**src/rtl/user_rdwr_reg.sv**
```systemverilog
// User data register behind a TAP-style Capture/Shift/Update protocol.
// Only sequences that start with a CAPTURE can update PO; shifting while idle
// simply passes data through SR (bypass-like) without arming an update.
//
//   state    | meaning
//   ---------+-----------------------------------------------------------
//   IDLE     | no sequence in progress; UPDATE is ignored, SHIFT bypasses
//   ARMED    | SR captured, no bits shifted yet (BC = 0)
//   SHIFTING | at least one bit shifted since the capture
module user_rdwr_reg #(
  parameter int               WIDTH     = 16,
  parameter logic [WIDTH-1:0] DEF_VALUE = '0,
  parameter bit               CHECK_LEN = 1'b1
) (
  input  logic             TCK,
  input  logic             RST,
  input  logic             SEL,
  input  logic             FSEL,
  input  logic             CAPTURE,
  input  logic             SHIFT,
  input  logic             UPDATE,
  input  logic             TDI,
  input  logic             RD_MODE,
  input  logic [WIDTH-1:0] PI,
  input  logic             CLR_ERR,
  output logic [WIDTH-1:0] PO,
  output logic             TDO,
  output logic             UPD_STB,
  output logic             LEN_ERR,
  output logic [7:0]       UPD_CNT
);

  // BC must be able to hold WIDTH+1 so over-length shifts stay distinguishable
  localparam int           BW      = $clog2(WIDTH + 2);
  localparam logic [BW-1:0] BC_FULL = BW'(WIDTH);
  localparam logic [BW-1:0] BC_MAX  = BW'(WIDTH + 1);

  typedef enum logic [1:0] {
    IDLE     = 2'd0,
    ARMED    = 2'd1,
    SHIFTING = 2'd2
  } state_t;

  state_t           state, state_nxt;
  logic [WIDTH-1:0] sr, sr_nxt;
  logic [WIDTH-1:0] po_nxt;
  logic [BW-1:0]    bc, bc_nxt;
  logic [7:0]       cnt_nxt;
  logic             stb_nxt;
  logic             set_err;
  logic             err_nxt;
  logic             act;
  logic             len_ok;

  assign act    = SEL & FSEL;
  assign len_ok = CHECK_LEN ? (bc == BC_FULL) : (bc != '0);
  assign TDO    = FSEL & sr[0];

  // State register
  always_ff @(posedge TCK) begin
    if (RST) state <= IDLE;
    else     state <= state_nxt;
  end

  // Datapath registers: shift register, bit counter, outputs and status
  always_ff @(posedge TCK) begin
    if (RST) begin
      sr      <= DEF_VALUE;
      bc      <= '0;
      PO      <= DEF_VALUE;
      UPD_STB <= 1'b0;
      LEN_ERR <= 1'b0;
      UPD_CNT <= 8'd0;
    end else begin
      sr      <= sr_nxt;
      bc      <= bc_nxt;
      PO      <= po_nxt;
      UPD_STB <= stb_nxt;
      LEN_ERR <= err_nxt;
      UPD_CNT <= cnt_nxt;
    end
  end

  // Next-state and datapath decode; strobe priority CAPTURE > UPDATE > SHIFT
  always_comb begin
    state_nxt = state;
    sr_nxt    = sr;
    bc_nxt    = bc;
    po_nxt    = PO;
    stb_nxt   = 1'b0;
    cnt_nxt   = UPD_CNT;
    set_err   = 1'b0;

    if (act) begin
      if (CAPTURE) begin
        state_nxt = ARMED;
        sr_nxt    = RD_MODE ? PI : PO;
        bc_nxt    = '0;
      end else if (UPDATE) begin
        if (state != IDLE) begin
          state_nxt = IDLE;
          if (len_ok) begin
            po_nxt  = sr;
            stb_nxt = 1'b1;
            cnt_nxt = UPD_CNT + 8'd1;
          end else begin
            set_err = 1'b1;
          end
        end
      end else if (SHIFT) begin
        sr_nxt = {TDI, sr[WIDTH-1:1]};
        if (state != IDLE) begin
          state_nxt = SHIFTING;
          if (bc != BC_MAX) bc_nxt = bc + 1'b1;
        end
      end
    end

    // a new length error in the same cycle as a clear must remain visible
    err_nxt = set_err | (LEN_ERR & ~CLR_ERR);
  end

endmodule

```
**config.mk**
```make
export PLATFORM = sky130hd
export DESIGN_NAME = user_rdwr_reg
export DESIGN_NICKNAME = d
export VERILOG_FILES = /design/src/rtl/user_rdwr_reg.sv
export SDC_FILE = /design/constraint.sdc
export NUM_CORES = 1
export LEC_CHECK = 0
export ABC_AREA = 1
export ABC_CLOCK_PERIOD_IN_PS = 2530
export CORE_ASPECT_RATIO = 0.6
export CORE_MARGIN = 3
export CORE_UTILIZATION = 25
export CTS_CLUSTER_DIAMETER = 60
export DETAILED_ROUTE_END_ITERATION = 8
export DONT_BUFFER_PORTS = 1
export PLACE_DENSITY = 0.36
export SLEW_MARGIN = 30
export SYNTH_ARGS = -nofsm -noshare
export SYNTH_HDL_FRONTEND = slang
export SYNTH_SLANG_ARGS = --single-unit
```
**constraint.sdc**
```tcl
create_clock -name TCK -period 2.53 [get_ports TCK]
set_input_delay 0.253 -clock TCK [delete_from_list [all_inputs] [get_ports TCK]]
set_output_delay 0.253 -clock TCK [all_outputs]
set_load 0.1 [all_outputs]
```
==> summary.txt <==
Status - finished, final reports clean
WP data required - 2.28 ns
VDD IR max - 0.259 mV
Vias in the first global route - 2128
Hold Path Sink - UPD_CNT[5]
Total wire length after detailed routing - 6.78 mm
Leading area contributor after synthesis - dfxtp_1
Initial drt markers - 107
Setup CP Type - flip-flop to output port
Clock Skew - 0.00514 ns
Top_reg_cell synth - dfxtp_1
WHS Path Cells - 1
Synth async-reset ratio - 0%
Seq/Total Area, Yosys - 40.2%
Cells after Synth - 344
DP Wirelength - 4.69 mm
Worst hold start - RST
Gpl congestion - 0.748
Worst R2R End - UPD_CNT[6]
Synth top area share - 40.2%
Cts repair resizes - 0
Top cells by area, synth - dfxtp_1, nor2_1, o21ai_0
Synth Area per Inst - 7.09 um2
Crit Path Max Fanout - 3
Most frequent cell after synthesis - nor2_1
Cts hold-fix bufs - 0
Busiest grt layer - met2
H-tree depth - 2
CP peak stage delay - 0.60 ns
Setup Buffers After CTS - 0
Fillers - 1057
Clock buffer count from CTS - 5
Fmax - 633 MHz
Core Area - 9320 um2
Clock buffer depth - 2
CTS tree - done
I/O pins - 53
Total Routing Usage GR - 13.0%
P_leak - 1.29 nW
Die X - 134 um
Final hold violations - 0
Met1 GRT Util - 18.0%
DRC Markers - 0
Synthesized area - 2440 um2
Number of synthesized flops with an enable pin - 0
Via count - 2134
Syn_nets - 374
Power Density - 569 nW/um2
Antenna cells - 0
Slew Limit Fails - 0
Synth top cells by count - nor2_1, dfxtp_1, o21ai_0, a21oi_1, nand2_1
CP Cell Sequence - nand2_1, inv_1
Final Critical Period - 1.58 ns
Measured slew at the worst slew-check pin - 0.941 ns
Final setup vio count - 0
Final period util - 62.5%
Final net count - 390
CTS root buffer - clkbuf_16
Drt first pass iters - 4
Worst path top cell family by delay - buffers and inverters
Post-DRT Antenna Nets - 0
Slew Limit Headroom - 37.2%
Initial antenna violation count - 0
Clock sink count - 49
DIE AREA - 11000 um2
CP bufs+invs - 1
Worst Reg2Reg Path Length in Cells - 7
IO buf count - 0
GR Util met3 - 5.27%
MaxCap Viol Count - 0
Worst path slowest cell - inv_1
First-pass GRT wire length - 11.2 mm
RR Startpoint - UPD_CNT[1]
Flops & latches, synth - 49
Power, Total - 1.62 mW
Cell Rows - 27
Chip Height - 82.5 um
Global Route met2 Usage - 19.0%
Via density - 4.36
R2r setup slk - 0.96 ns
Clock transition at path regs - 0.07 ns
Data arrival, critical path - 1.33 ns
Layout cells sized above 1 - 16.1%
Area growth, synth to finish - 16.4%
Netlist cell types - 27
Kind of end point of the critical path - output port
RSZ-0062 raised after global routing - false
Later-pin clock latency in the skew report - 0.29 ns
CP Depth - 2
Setup TNS - 0 ns
WL/cell - 13.8 um
Startpoint type of the worst setup path - flip-flop
HP Class - input port to flip-flop
Yosys warnings - 0
GRT overflow - 0
Largest net degree at the start of global routing - 34
Starting Density - 26.2%
-- power by group --
group | total [mW] | internal, mW | switching, mW | leakage, nW
clock | 0.680 | 0.389 | 0.291 | 0.0700
combinational | 0.127 | 0.0405 | 0.0860 | 0.824
sequential | 0.809 | 0.792 | 0.0174 | 0.397
total | 1.62 | 1.22 | 0.394 | 1.29
-- state kept, by name, indices dropped and copies added (netlist names) --
register / cells
PO: 16
sr: 16
UPD_CNT: 8
bc: 5
state: 2
LEN_ERR: 1
UPD_STB: 1
-- per-stage QoR --
stage / hold slack (ns) / setup WS, ns / utilization (%) / instance area (um2) / instances
after global placement: 0.323 / 0.798 / 28.9 / 2700 / 483
after CTS: 0.0166 / 0.932 / 30.4 / 2840 / 490
final: 0.0251 / 0.950 / 30.4 / 2840 / 490
after floorplan: 0.331 / 0.575 / - / 2440 / 344
after global routing: 0.00998 / 0.778 / 30.4 / 2840 / 490
after detailed placement: 0.325 / 0.738 / 28.9 / 2700 / 483
-- area by class of cell --
class	count	area, um2	share of cell area (%)
multi-input combinational	253	1260	44.4
sequential	49	981	34.6
tap	130	163	5.73
inverter	24	90.1	3.17
clock buffer	7	143	5.02
timing repair buffer	27	203	7.14
-- worst max-delay path by stage --
| stage | endpoint | slack, ns | from |
|---|---|---|---|
| after floorplan | UPD_CNT[6] | 0.58 | UPD_CNT[0] |
| after detailed placement | bc[4] | 0.74 | CAPTURE |
| after global routing | bc[3] | 0.78 | CAPTURE |
| final | TDO | 0.95 | sr[0] |
| after global placement | bc[4] | 0.80 | CAPTURE |
| after CTS | TDO | 0.93 | sr[0] |
-- cells in the final DEF (no fill, tap or decap), types with 3 or more instances in the layout --
cell type  count
a21oi_1       38
a21oi_2        6
buf_4         27
clkbuf_16      5
dfxtp_1       49
ha_1           4
inv_1         20
inv_2          4
nand2_1       36
nand2_2        6
nand2_4        3
nand3_1       10
nor2_1        86
o21ai_0       46
o21ai_1        4
xor2_1         4
-- worst reg2reg max path, stage by stage (launching register included) --
cell and delay [ns]:
dfxtp_1 0.31, buf_4 0.30, ha_1 0.25, nand2_1 0.09, nor3_1 0.29, nand3_1 0.11, nand2_1 0.08, nor2_1 0.04
-- kinds of logic after synthesis --
family	synth area share, %
compound gates	20.2
xor+xnor	1.80
fa+ha+maj	2.05
buf+inv	8.11
flops	40.2
simple gates	27.6
-- routing by layer --
metal  vias up  share of wire, %  wire (um)
met5         -                 0          0
met4         0              0.44         30
met3         2               7.8        528
met2        43                38       2590
met1       950                53       3620
li1       1139                 -          -
Note: power is estimated with default switching activity, not from simulation.
